<file path="src/rtl/null_symbol_frame_sequencer.sv">
// Null-symbol frame sequencer: finds a qualifying low-power run, then gates one frame downstream.
// Optional statistics counters are built when NSD_SEQ_STATS_EN is defined.
module null_symbol_frame_sequencer #(
   parameter int unsigned LEN_W = 16
) (
   input  logic             ACLK,
   input  logic             ARESET,
   input  logic             enable,
   input  logic [16:0]      cfg_threshold,
   input  logic [LEN_W-1:0] cfg_min_null,
   input  logic [LEN_W-1:0] cfg_max_null,
   input  logic [LEN_W-1:0] cfg_frame_len,
   input  logic [31:0]      s_axis_tdata,
   input  logic             s_axis_tvalid,
   output logic             s_axis_tready,
   output logic [31:0]      m_axis_tdata,
   output logic             m_axis_tvalid,
   input  logic             m_axis_tready,
   output logic             m_axis_tlast,
   output logic             m_axis_tuser,
   output logic             frame_start,
   output logic             null_too_long,
   output logic [1:0]       sync_state
`ifdef NSD_SEQ_STATS_EN
   ,
   output logic [31:0]      stat_frames,
   output logic [15:0]      stat_losses
`endif
);

   typedef enum logic [1:0] {
      StSearch = 2'd0,
      StNull   = 2'd1,
      StFrame  = 2'd2
   } state_e;

   state_e           state_q, state_d;
   logic [LEN_W-1:0] run_cnt_q, run_cnt_d;
   logic [LEN_W-1:0] frm_cnt_q, frm_cnt_d;
   logic [LEN_W-1:0] frame_len_q, frame_len_d;
   logic             m_valid_q, m_valid_d;
   logic [31:0]      m_data_q, m_data_d;
   logic             m_user_q, m_user_d;
   logic             m_last_q, m_last_d;
   logic             frame_start_q, frame_start_d;
   logic             too_long_q, too_long_d;

   logic [16:0]      i_abs, q_abs, mag;
   logic             sample_low, s_acc;
   logic [LEN_W-1:0] run_inc, min_eff, flen_eff;

   // Negation in 17 bits so that |-32768| = 32768 is representable.
   assign i_abs = s_axis_tdata[31] ? (17'd0 - {1'b1, s_axis_tdata[31:16]})
                                   : {1'b0, s_axis_tdata[31:16]};
   assign q_abs = s_axis_tdata[15] ? (17'd0 - {1'b1, s_axis_tdata[15:0]})
                                   : {1'b0, s_axis_tdata[15:0]};
   assign mag        = i_abs + q_abs;
   assign sample_low = mag < cfg_threshold;

   assign run_inc  = (run_cnt_q == '1) ? run_cnt_q : run_cnt_q + LEN_W'(1);
   assign min_eff  = (cfg_min_null == '0) ? LEN_W'(1) : cfg_min_null;
   assign flen_eff = (cfg_frame_len == '0) ? LEN_W'(1) : cfg_frame_len;

   assign s_axis_tready = !ARESET && ((state_q != StFrame) || !m_valid_q || m_axis_tready);
   assign s_acc         = s_axis_tvalid && s_axis_tready;

   always_comb begin
      state_d       = state_q;
      run_cnt_d     = run_cnt_q;
      frm_cnt_d     = frm_cnt_q;
      frame_len_d   = frame_len_q;
      frame_start_d = 1'b0;
      too_long_d    = 1'b0;
      m_valid_d     = m_valid_q && !m_axis_tready;
      m_data_d      = m_data_q;
      m_user_d      = m_user_q;
      m_last_d      = m_last_q;

      unique case (state_q)
         StSearch: begin
            if (!enable) begin
               run_cnt_d = '0;
            end else begin
               if (s_acc) run_cnt_d = sample_low ? run_inc : '0;
               if (run_cnt_d >= min_eff) state_d = StNull;
            end
         end
         StNull: begin
            if (!enable) begin
               state_d   = StSearch;
               run_cnt_d = '0;
            end else if (s_acc) begin
               if (sample_low) begin
                  run_cnt_d = run_inc;
               end else if (run_cnt_q <= cfg_max_null) begin
                  // The terminating high sample is frame sample 0.
                  frame_start_d = 1'b1;
                  frame_len_d   = flen_eff;
                  frm_cnt_d     = LEN_W'(1);
                  m_valid_d     = 1'b1;
                  m_data_d      = s_axis_tdata;
                  m_user_d      = 1'b1;
                  m_last_d      = (flen_eff == LEN_W'(1));
                  if (flen_eff == LEN_W'(1)) begin
                     state_d   = StSearch;
                     run_cnt_d = '0;
                  end else begin
                     state_d = StFrame;
                  end
               end else begin
                  too_long_d = 1'b1;
                  run_cnt_d  = '0;
                  state_d    = StSearch;
               end
            end
         end
         StFrame: begin
            if (s_acc) begin
               m_valid_d = 1'b1;
               m_data_d  = s_axis_tdata;
               m_user_d  = 1'b0;
               m_last_d  = (frm_cnt_q == frame_len_q - LEN_W'(1));
               frm_cnt_d = frm_cnt_q + LEN_W'(1);
               if (frm_cnt_q == frame_len_q - LEN_W'(1)) begin
                  state_d   = StSearch;
                  run_cnt_d = '0;
               end
            end
         end
         default: begin
            state_d   = StSearch;
            run_cnt_d = '0;
         end
      endcase
   end

   always_ff @(posedge ACLK) begin
      if (ARESET) begin
         state_q       <= StSearch;
         run_cnt_q     <= '0;
         frm_cnt_q     <= '0;
         frame_len_q   <= '0;
         m_valid_q     <= 1'b0;
         m_data_q      <= '0;
         m_user_q      <= 1'b0;
         m_last_q      <= 1'b0;
         frame_start_q <= 1'b0;
         too_long_q    <= 1'b0;
      end else begin
         state_q       <= state_d;
         run_cnt_q     <= run_cnt_d;
         frm_cnt_q     <= frm_cnt_d;
         frame_len_q   <= frame_len_d;
         m_valid_q     <= m_valid_d;
         m_data_q      <= m_data_d;
         m_user_q      <= m_user_d;
         m_last_q      <= m_last_d;
         frame_start_q <= frame_start_d;
         too_long_q    <= too_long_d;
      end
   end

   assign m_axis_tvalid = m_valid_q;
   assign m_axis_tdata  = m_data_q;
   assign m_axis_tuser  = m_user_q;
   assign m_axis_tlast  = m_last_q;
   assign frame_start   = frame_start_q;
   assign null_too_long = too_long_q;
   assign sync_state    = state_q;

`ifdef NSD_SEQ_STATS_EN
   logic [31:0] stat_frames_q;
   logic [15:0] stat_losses_q;

   // Frames wrap; losses saturate.
   always_ff @(posedge ACLK) begin
      if (ARESET) begin
         stat_frames_q <= '0;
         stat_losses_q <= '0;
      end else begin
         if (frame_start_d) stat_frames_q <= stat_frames_q + 32'd1;
         if (too_long_d && (stat_losses_q != '1)) stat_losses_q <= stat_losses_q + 16'd1;
      end
   end

   assign stat_frames = stat_frames_q;
   assign stat_losses = stat_losses_q;
`endif

endmodule

</file>
<file path="config.mk">
export PLATFORM = sky130hd
export DESIGN_NAME = null_symbol_frame_sequencer
export DESIGN_NICKNAME = d
export VERILOG_FILES = /design/src/rtl/null_symbol_frame_sequencer.sv
export SDC_FILE = /design/constraint.sdc
export NUM_CORES = 1
export LEC_CHECK = 0
export ABC_AREA = 1
export BUFFER_PORTS_ARGS = -buffer_cell sky130_fd_sc_hd__buf_2
export CAP_MARGIN = 25
export CORE_UTILIZATION = 35
export DETAILED_ROUTE_END_ITERATION = 8
export PLACE_DENSITY_LB_ADDON = 0.12
export SYNTH_ARGS = -nofsm -noshare
export SYNTH_HDL_FRONTEND = slang
export SYNTH_SLANG_ARGS = --single-unit
</file>
<file path="constraint.sdc">
create_clock -name ACLK -period 16.32 [get_ports ACLK]
set_input_delay 3.264 -clock ACLK [delete_from_list [all_inputs] [get_ports ACLK]]
set_output_delay 3.264 -clock ACLK [all_outputs]
set_load 0.01 [all_outputs]
</file>
-- Word level (Yosys, flattened, before mapping)
Cells that the tools add are included.
- equality and inequality tests: 17
- reduce and logical (&&, ||, !) cells: 17
- muxes and demuxes: 60
- $lt $le $gt $ge: 3
- bitwise logic cells: 4
- $add $sub $neg: 6
- operators by type and width (operator ; number):
    $mux W16 ; 20
    $mux W32 ; 5
    $pmux W32 S2 ; 1
    $pmux W16 S3 ; 1
    $mux W17 ; 2
    $sub A1 B17 Y17 const A ; 2
    $add A16 B1 Y16 const B ; 2
    $logic_not A16 Y1 ; 2
    $pmux W16 S2 ; 1
    $mux W2 ; 9
    $ne A2 B2 Y1 const B ; 9
    $add A17 B17 Y17 ; 1
    $lt A17 B17 Y1 ; 1
    $mux W1 ; 17
    $eq A16 B1 Y1 const B ; 1
    $eq A16 B16 Y1 ; 1
    $eq A16 B16 Y1 const B ; 1
    $ge A16 B16 Y1 ; 1
    $le A16 B16 Y1 ; 1
    $sub A16 B1 Y16 const B ; 1
    $reduce_and A6 Y1 ; 2
    $ne A3 B3 Y1 const B ; 2
    $pmux W1 S2 ; 3
    $pmux W2 S3 ; 1
    other kinds (12) ; 20
- input port bits: 102
- logic and storage cells: 117
- register bits: 87
- output and inout bits: 40

-- Depth between registers and ports, before layout
Gate-level depths: netlist of the first run.
- word-level depth: 12
- gate-level depth with buffers: 38
- depth with buffers taken out: 38

-- Least setup slack after synthesis of the first run
Ideal clock, no wire load.
- path kind: input-to-reg
- start: input port s_axis_tdata[15]
- end: register state_q[0], in the netlist sync_state[0]
- library setup time: 0.073 ns
- stages on the path: 32
- data required time: 16.247 ns
- slack: 8.579 ns
- arrival time: 7.668 ns
- cells stage by stage: clkbuf_1 inv_1 or2_2 xor2_1 ha_1 nand2_1 nor3_1 a21oi_1 o31ai_1 a21oi_1 xor2_1 ha_1 nand2_2 inv_1 nand2_1 nand2_1 inv_1 nand3_1 o21ai_2 buf_2 nand2_1 a21boi_0 ha_1 a21oi_1 o21ai_0 nand2_1 o211ai_1 nand2_1 nand4_1 nand3_1 nand2_1 a21oi_1
- word-level cells in the longest chain between the ends: 11
- elaborated cells between the ends (all ways): 12
- classes of those cells: add/sub: 2; order compare: 2; eq/ne: 2; mux: 5; reduce/logical: 1
- RTL lines (element ; line ; text):
    start, declared ; 13 ; input logic [31:0] s_axis_tdata,
    $sub A1 B17 Y17 ; 55 ; assign q_abs = s_axis_tdata[15] ? (17'd0 - {1'b1, s_axis_tdata[15:0]})
    $mux W17 * ; 55 ;
    $add A17 B17 Y17 * ; 57 ; assign mag = i_abs + q_abs;
    $lt A17 B17 Y1 * ; 58 ; assign sample_low = mag < cfg_threshold;
    $mux W16 (2 in a row) ; 84 ; if (s_acc) run_cnt_d = sample_low ? run_inc : '0;
    $mux W16 ; 81 ; if (!enable) begin
    $mux W16 ; 79 ; unique case (state_q)
    $ge A16 B16 Y1 ; 85 ; if (run_cnt_d >= min_eff) state_d = StNull;
    $ne A2 B2 Y1 (no source line) ; - ;
    $reduce_and A6 Y1 (no source line) * ; - ;
    end signal, assigned ; 139 ; state_q <= StSearch;
    end signal, assigned ; 150 ; state_q <= state_d;
    end, declared ; 37 ; state_e state_q, state_d;
Every way passes the cells marked *; elsewhere a longest branch is shown, timed or not. The select of a mux whose other input is x is not followed.
A chain may end at the register's enable or synchronous reset.

-- Worst setup path in the final report of the first run
- start: input port s_axis_tdata[17]
- end: register state_q[0], in the netlist sync_state[0]
- word-level cells in the longest chain between the ends: 11
- elaborated cells between the ends (all ways): 12
- classes of those cells: add/sub: 2; order compare: 2; eq/ne: 2; mux: 5; reduce/logical: 1
- RTL lines (element ; line ; text):
    $sub A1 B17 Y17 ; 53 ; assign i_abs = s_axis_tdata[31] ? (17'd0 - {1'b1, s_axis_tdata[31:16]})
    $mux W17 * ; 53 ;
    $add A17 B17 Y17 * ; 57 ;
    $lt A17 B17 Y1 * ; 58 ;
    $mux W16 (2 in a row) ; 84 ;
    $mux W16 ; 81 ;
    $mux W16 ; 79 ;
    $ge A16 B16 Y1 ; 85 ;
    $ne A2 B2 Y1 (no source line) ; - ;
    $reduce_and A6 Y1 (no source line) * ; - ;
Marked as above.

==> impl_metrics.csv, run 1 <==
group,metric,value,unit
logic_synthesis,ys_seq_area_share,21.3,%
timing,hold_viol_final,0,
outcome,status,"finished, final reports clean",
power,power.leakage,4.62,nW
global_routing,grt-ovfl-total,0,
layout,layout-drive-gt1-share,18.6,%
layout,layout_commonest_cell,"nand2_1",
timing,slew_violations,0,
layout,insertedDiodeCount,0,
cts,insertion_delay,0.36,ns
placed_design,hpwl,18.9,mm
logic_synthesis,synth_cells,1232,
floorplan,die_area,23900,sq um
cts,clockBufferDepth,2,
setup_path,slowest_delay,0.57,ns
cts,post-cts-setup-buffers,0,
power,power-per-cell-area,67.0,nW/um^2
cts,h-tree-depth,3,
detailed_routing,antenna_left,0,
setup_path,crit_slowest_cell,"o21ai_2",
cts,cts_root_buffer,"clkbuf_16",
logic_synthesis,syn_area,8170,sq um
run,max-cap-violations,0,
global_routing,grt.busiest_layer,"met2",
logic_synthesis,syn_nets,1407,
cts,numCtsBuffers,9,
floorplan,num_rows,55,
logic_synthesis,synthDistinctLibCells,49,
cts,ctsHoldBuffers,0,
detailed_routing,drt_iter0_drc,453,
global_routing,first_global_vias,7716,
floorplan,core,22800,sq um
cts,cts_resized,0,
layout,final_net_count,1523,
global_routing,grt_antenna_before_repair,0,
floorplan,floorplan.initialDensity,35.9,%
timing,setup_viol,0,
timing,fin_crit_sh,53.5,%
timing,fmax,115,MHz
setup_path,crit_top_cell,"nand2_1",
timing,finalSetupTns,0,ns
placed_design,place_congestion,0.865,
setup_path,start_kind,"primary input",
power,totalPowerFinal,0.000626,W
logic_synthesis,async_reset_ff_share,0,%
floorplan,pin_count,142,
detailed_routing,drc,0,
setup_path,arrival,9.00,ns
setup_path,crit_path_end_kind,"register",
logic_synthesis,syn_avg_cell_area,6.63,sq um
global_routing,grt_pass1_wl,38.8,mm
logic_synthesis,synth_seq_cells,87,
setup_path,critPathKind,"in2reg",
layout,syn_to_final_growth,14.5,%
global_routing,use_met1,25.8,%
global_routing,grt_use_total,20.4,%
setup_path,critPathMaxFanout,16,
detailed_routing,drt_wl_total,24.1,mm
cts,clk_pin_slew,0.07,ns
global_routing,globalRouteMet3Util,3.56,%
timing,grt_setup_unrepaired,"no",
cts,cts_sinks,87,
detailed_routing,routedWlPerCell,14.5,microns
timing,tightest_slew,0.916,ns
setup_path,crit_family,"compound AO/OA/AOI/OAI gates",
detailed_routing,first_pass_iters,6,
logic_synthesis,ys_warn_count,0,
detailed_routing,num_vias,8127,
placed_design,io_buffer_count,141,
power,worst_ir_drop_vdd,36.7,uV
logic_synthesis,synth_edf_count,0,
global_routing,grt_max_degree,94,
global_routing,grtUsageMet2,35.8,%
setup_path,critical_path_required,16.60,ns
timing,slew_headroom,38.9,%
cts,cts_tree,"done",
detailed_routing,vias_per_cell,4.88,
logic_synthesis,yosys_most_used_dff,"dfxtp_1",
hold_path,holdCritPathClass,"reg2reg",
layout,mostFrequentLayoutCells,"nand2_1 (278), inv_1 (169), buf_2 (141)",
floorplan,chipWidth,155,microns
floorplan,dieHeight,155,microns
setup_path,critPathBufInv,5,
timing,clock_skew,0.0103,ns
timing,min_period,8.72,ns
cells in the mapped netlist (2+ instances only):
library cell | instances | area, sq um
buf_4 | 9 | 67.6
o31ai_1 | 5 | 37.5
or2_2 | 9 | 56.3
nand3b_1 | 6 | 45.0
a21o_1 | 3 | 22.5
nor4_1 | 8 | 50.1
inv_2 | 6 | 22.5
a211oi_1 | 4 | 30.0
nand2_4 | 2 | 22.5
nand2_1 | 278 | 1040
clkbuf_1 | 14 | 52.6
o21bai_1 | 9 | 67.6
or2_0 | 2 | 12.5
a21oi_1 | 68 | 340
o21ai_0 | 33 | 165
nor2_1 | 131 | 492
and2_1 | 4 | 25.0
a31oi_1 | 5 | 31.3
nand4_1 | 35 | 219
clkinv_1 | 3 | 11.3
a211oi_2 | 28 | 350
ha_1 | 72 | 901
dfxtp_1 | 87 | 1740
nor3_1 | 22 | 110
nand3_1 | 71 | 355
inv_1 | 169 | 634
buf_6 | 7 | 78.8
nor2_2 | 4 | 25.0
a21oi_2 | 12 | 105
nand2_2 | 20 | 125
buf_2 | 7 | 35.0
xor2_1 | 52 | 455
nand3_2 | 5 | 50.1
o21ai_2 | 3 | 26.3
nor2_4 | 3 | 33.8
xnor2_1 | 11 | 96.3
a21boi_0 | 13 | 97.6
final timing paths:
path	start	end	slack, ns	cells past startpoint
worst max-delay path	s_axis_tdata[17]	sync_state[0]	7.60	34
worst min-delay path	m_axis_tdata[3]	m_axis_tdata[3]	0.50	2
worst max register to register	sync_state[0]	sync_state[0]	12.07	17
worst min register to register	m_axis_tdata[3]	m_axis_tdata[3]	0.50	2
state kept, by name (all words and copies together) (netlist names):
signal,flops
frm_cnt_q,16
m_axis_tvalid,1
frame_start,1
run_cnt_q,16
m_axis_tlast,1
sync_state,2
m_axis_tuser,1
m_axis_tdata,32
null_too_long,1
frame_len_q,16
power breakdown:
group / leakage, nW / switching (W) / internal, W / total (W)
registers: 0.702 / 0.00000392 / 0.000214 / 0.000218
clock network: 0.147 / 0.0000993 / 0.000120 / 0.000219
logic: 3.77 / 0.000117 / 0.0000720 / 0.000189
routing by layer:
layer	vias to the layer above	wire length, microns
met5	-	0
met2	150	11500
li1	4259	-
met1	3695	11300
met4	0	280
met3	23	1020
cell families after synthesis:
| family | after synthesis | synth area share (%) |
|---|---|---|
| and+or+nand+nor | 605 | 33.3 |
| buffers and inverters | 216 | 11.2 |
| AOI/OAI and AO/OA | 188 | 16.1 |
| DFF | 87 | 21.3 |
| adders and majority gates | 73 | 11.3 |
| xor gates and xnor gates | 63 | 6.76 |
worst min-delay path, cell delays in order (launching register included):
cell,delay [ns]
dfxtp_1,0.31
nor2_1,0.10
a211oi_1,0.04
stage by stage:
| stage | hold slack (ns) | setup slack, ns | instance area, sq um | instances | utilization, % |
|---|---|---|---|---|---|
| after floorplan | 0.459 | 8.58 | 8170 | 1232 | - |
| after global placement | 0.486 | 7.27 | 9030 | 1649 | 39.6 |
| after detailed placement | 0.489 | 7.32 | 9030 | 1649 | 39.6 |
| after CTS | 0.500 | 7.68 | 9330 | 1665 | 40.9 |
| after global routing | 0.530 | 6.99 | 9350 | 1666 | 41.1 |
| final | 0.499 | 7.60 | 9350 | 1666 | 41.1 |
area by class of cell:
class                   instances  area (sq um)
clock buffers                  10           229
clock inverters                 6          70.1
fillers                      2496         13400
inverters                     178           668
multi-input cells             929          5510
flip-flops and latches         87          1740
well taps                     313           392
repair buffers                143           741
(Power assumes the default switching activity.)
==> run 2: changes to the inputs <==
==> constraint.sdc (replaced) <==
create_clock -name ACLK -period 8.43 [get_ports ACLK]
set_input_delay 1.686 -clock ACLK [delete_from_list [all_inputs] [get_ports ACLK]]
set_output_delay 1.686 -clock ACLK [all_outputs]
set_load 0.01 [all_outputs]
==> impl_metrics.csv, run 2 (synthesis gave the netlist of run 1 again) <==
group,metric,value,unit
outcome,status,"finished, final reports clean",
global_routing,grt-ovfl-total,0,
timing,slew_headroom,35.8,%
placed_design,hpwl,18.7,mm
hold_path,holdPathStages,2,
global_routing,grt_max_degree,61,
layout,largest_register_ffs,32,
power,p_sw,0.000444,W
placed_design,place_congestion,0.844,
detailed_routing,drt_wl_total,24.2,mm
setup_path,reg2reg_slack,4.19,ns
setup_path,critPathKind,"in2reg",
hold_path,hold-path-endpoint,"m_axis_tdata[0]",
layout,insertedDiodeCount,0,
cts,cts_resized,0,
floorplan,chipWidth,155,microns
power,power.leakage,4.63,nW
power,power_switching_share,35.2,%
setup_path,critPathMaxFanout,16,
setup_path,r2r_end,"sync_state[0]",
cts,cts_tree,"done",
global_routing,grt_use_total,20.5,%
cts,post-cts-setup-buffers,0,
layout,mostFrequentLayoutCells,"nand2_1 (278), inv_1 (169), buf_2 (141)",
power,internal_power,0.000819,W
floorplan,dieHeight,155,microns
power,p_seq_share,33.4,%
setup_path,start_kind,"primary input",
detailed_routing,first_pass_iters,5,
layout,layout.cells.non_filler,1666,
global_routing,grt_antenna_before_repair,0,
timing,hold_viol_final,0,
placed_design,io_buffer_count,141,
global_routing,grt_pass1_wl,39.1,mm
cts,cts_root_buffer,"clkbuf_16",
cts,ctsHoldBuffers,0,
timing,clock_skew,0.0108,ns
global_routing,first_global_vias,7619,
timing,finalSetupTns,0,ns
setup_path,reg2reg_depth,15,
detailed_routing,drt_iter0_drc,546,
detailed_routing,routedWlPerCell,14.5,microns
detailed_routing,antenna_left,0,
cts,numCtsBuffers,9,
floorplan,num_rows,55,
layout,fillers,2480,
layout,final_area,9370,sq um
floorplan,die_area,23900,sq um
setup_path,crit_path_end_kind,"register",
setup_path,crit_slowest_cell,"o21ai_2",
placed_design,dp.cells,1650,
power,p_clk_share,37.5,%
layout,syn_to_final_growth,14.8,%
cts,insertion_delay,0.36,ns
power,pwr-share-comb,29.1,%
detailed_routing,num_vias,8083,
floorplan,core,22800,sq um
detailed_routing,drc,0,
cts,clk_pin_slew,0.07,ns
setup_path,arrival,7.40,ns
cts,cts_sinks,87,
hold_path,hold_path.startpoint,"m_axis_tdata[0]",
setup_path,slowest_delay,0.57,ns
setup_path,crit_top_cell,"nand2_1",
floorplan,floorplan.initialDensity,35.9,%
timing,grt_setup_unrepaired,"no",
timing,slew_violations,0,
hold_path,holdCritPathClass,"reg2reg",
layout,layout_commonest_cell,"nand2_1",
floorplan,pin_count,142,
placed_design,placed_area,9050,sq um
cts,clockBufferDepth,2,
run,max-cap-violations,0,
power,worst_ir_drop_vdd,74.0,uV
timing,fmax,141,MHz
timing,min_period,7.11,ns
cts,h-tree-depth,3,
setup_path,r2r-start,"sync_state[0]",
setup_path,critical_path_required,8.71,ns
layout,layout-drive-gt1-share,18.7,%
timing,tightest_slew,0.963,ns
timing,setup_viol,0,
power,power-per-cell-area,135,nW/um^2
detailed_routing,vias_per_cell,4.85,
layout,final_net_count,1523,
timing,fin_crit_sh,84.4,%
setup_path,crit_start,"s_axis_tdata[17]",
[run 2: changes by cell type in the layout (fill, tap and decap cells not counted), sizes merged]
cell,previous run,this run
bufinv,1,2
inv,176,178
clkinv,7,4
clkbuf,10,9
clkinvlp,0,1
[run 2: worst max-delay path: cells and delay by family]
family / cells / cell delay [ns]
fa+ha+maj: 4 / 1.15
buf+inv: 5 / 0.36
xor+xnor: 2 / 0.34
simple gates: 14 / 1.84
compound gates: 9 / 2.02
[run 2: power by group through the flow]
stage          clock network (W)  logic, W  registers, W
6_report                0.000473  0.000368      0.000422
3_3_place_gp                   0  0.000367      0.000432
3_5_place_dp                   0  0.000366      0.000432
5_1_grt                 0.000496  0.000424      0.000423
4_1_cts                 0.000485  0.000370      0.000422
2_1_floorplan                  0  0.000268      0.000430
[run 2: layout make-up]
class	instances	area [sq um]	area share, %
Clock buffer	9	225	2.40
Clock inverter	7	101	1.08
Inverter	178	668	7.13
Multi-Input combinational cell	929	5510	58.8
Sequential cell	87	1740	18.6
Tap cell	313	392	4.18
Timing Repair Buffer	143	733	7.82
[run 2: layer usage]
metal  vias to the layer above  global-route usage (%)  share of wire, %
li1                       4248                       -                 -
met1                      3690                    26.9                48
met4                         0                    4.57               1.2
met3                        22                    2.49               3.2
met2                       123                    35.6                47
met5                         -                       0                 0
[run 2: worst max path at each step]
stage / slack, ns / end
6_report: 1.32 / sync_state[0]
3_3_place_gp: 0.97 / sync_state[0]
4_1_cts: 1.32 / sync_state[0]
3_5_place_dp: 0.96 / sync_state[0]
2_1_floorplan: 2.27 / sync_state[0]
5_1_grt: 0.67 / sync_state[0]
[run 2: through the flow]
stage                     hold slack (ns)  utilization [%]  worst slack, ns  power (W)
after CTS                           0.496             41.2             1.32    0.00128
final                               0.498             41.2             1.32    0.00126
after detailed placement            0.486             39.7            0.959   0.000798
after floorplan                     0.459                -             2.27   0.000697
after global routing                0.516             41.2            0.668    0.00134
after global placement              0.482             39.7            0.970   0.000799
==> run 3: changes to the inputs <==
==> constraint.sdc (replaced) <==
create_clock -name ACLK -period 5.73 [get_ports ACLK]
set_input_delay 1.146 -clock ACLK [delete_from_list [all_inputs] [get_ports ACLK]]
set_output_delay 1.146 -clock ACLK [all_outputs]
set_load 0.01 [all_outputs]
==> impl_metrics.csv, run 3 (synthesis gave the netlist of run 1 again) <==
group,metric,value,unit
outcome,status,"finished, final reports clean",
floorplan,floorplan.initialDensity,35.9,%
layout,mostFrequentLayoutCells,"nand2_1 (263), inv_1 (158), buf_2 (140)",
setup_path,arrival,6.01,ns
timing,timing.hold.ws,0.496,ns
setup_path,crit_path_end_kind,"register",
cts,clk_pin_slew,0.07,ns
cts,cts_root_buffer,"clkbuf_16",
placed_design,place_ws,-0.456,ns
detailed_routing,num_vias,8448,
cts,clockBufferDepth,2,
setup_path,critPathMaxFanout,8,
timing,grt_setup_unrepaired,"yes",
layout,fillers,2400,
cts,cts_tree,"done",
timing,tightest_slew,0.949,ns
power,power.leakage,5.22,nW
layout,layout_commonest_cell,"nand2_1",
floorplan,core,22800,sq um
detailed_routing,drc,0,
global_routing,grt_antenna_before_repair,0,
global_routing,grt_max_degree,47,
placed_design,placed_area,9770,sq um
detailed_routing,first_pass_iters,4,
timing,hold_viol_final,0,
placed_design,place_congestion,0.859,
placed_design,hpwl,19.8,mm
cts,cts_sinks,87,
setup_path,critical_path_required,6.02,ns
timing,clock_skew,0.0148,ns
detailed_routing,routedWlPerCell,14.5,microns
power,power-per-cell-area,188,nW/um^2
floorplan,pin_count,142,
timing,fmax,175,MHz
global_routing,grt_use_total,21.1,%
setup_path,slowest_delay,0.32,ns
floorplan,chipWidth,155,microns
detailed_routing,drt_iter0_drc,426,
timing,setup_ws,0.00819,ns
timing,min_period,5.72,ns
detailed_routing,antenna_left,0,
cts,insertion_delay,0.36,ns
setup_path,critPathKind,"in2reg",
floorplan,dieHeight,155,microns
timing,slew_headroom,36.8,%
hold_path,holdCritPathClass,"reg2reg",
timing,fin_crit_sh,99.9,%
timing,setup_viol,0,
timing,slew_violations,0,
layout,final_area,10600,sq um
layout,insertedDiodeCount,0,
power,totalPowerFinal,0.00200,W
run,max-cap-violations,0,
setup_path,start_kind,"primary input",
layout,syn_to_final_growth,30.1,%
layout,layout-drive-gt1-share,30.2,%
floorplan,die_area,23900,sq um
setup_path,crit_slowest_cell,"ha_1",
placed_design,io_buffer_count,141,
floorplan,num_rows,55,
power,worst_ir_drop_vdd,128,uV
global_routing,first_global_vias,8052,
cts,numCtsBuffers,9,
layout,largest_register_ffs,32,
setup_path,crit_top_cell,"nand2_1",
global_routing,grt_pass1_wl,40.5,mm
detailed_routing,drt_wl_total,25.7,mm
global_routing,grt-ovfl-total,0,
layout,final_net_count,1627,
cts,h-tree-depth,3,
detailed_routing,vias_per_cell,4.77,
setup_path,reg2reg_slack,1.50,ns
==> run 3: cell types whose count changed in the layout (fill, tap and decap cells not counted), sizes merged <==
| cell | change |
|---|---|
| buf | +103 |
| clkbuf | +2 |
| clkinvlp | +1 |
| bufinv | -2 |
==> run 3: path summary, 6_finish.rpt <==
path,startpoint,end,depth (start not counted)
max,s_axis_tdata[16],sync_state[0],37
min,m_axis_tdata[3],m_axis_tdata[3],2
max reg2reg,sync_state[0],sync_state[0],16
min reg2reg,m_axis_tdata[3],m_axis_tdata[3],2
==> run 3: where the power goes <==
part	total [W]	switching, W	internal [W]
Sequential	0.000621	0.0000110	0.000610
Combinational	0.000778	0.000421	0.000357
Clock	0.000598	0.000296	0.000302
Total	0.00200	0.000728	0.00127
==> run 3: what timing repair did <==
item                                    in CTS  in global routing
endpoints found under the setup margin       2                  5
hold buffers                                 0                  0
pin swaps                                    0                 42
hold endpoints to repair                     0                  0
setup buffers                                0                 13
resized for setup                            9                113
gates cloned                                 0                  1
==> run 3: layout make-up <==
type	instances	area (sq um)	area share, %
timing repair buffer	247	1580	14.9
tap	313	392	3.69
inverter	178	668	6.29
clock inverter	6	52.6	0.495
sequential	87	1740	16.4
clock buffer	10	229	2.16
multi-input combinational	929	5960	56.1
==> run 3: critical path: cells and delay by family <==
| family | cells | cell delay [ns] |
|---|---|---|
| xor gates and xnor gates | 2 | 0.28 |
| and+or+nand+nor | 17 | 1.70 |
| AOI/OAI and AO/OA | 6 | 0.98 |
| buffers and inverters | 8 | 0.89 |
| adders and majority gates | 4 | 1.01 |
==> run 3: through the flow <==
stage | instances | utilization, % | setup TNS [ns]
after detailed placement | 1741 | 42.9 | -0.905
after CTS | 1757 | 44.3 | 0
after global routing | 1770 | 46.6 | -0.748
final | 1770 | 46.6 | 0
after global placement | 1741 | 42.9 | -1.93
after floorplan | 1232 | - | 0
==> run 3: layer usage <==
metal	routed length, microns	part of all wire (%)	global-route usage [%]	vias to the layer above
met4	342	1.3	4.71	0
met5	0	0	0	-
met3	901	3.5	3.59	18
li1	-	-	-	4463
met2	12400	48	36.9	139
met1	12000	47	27.0	3828
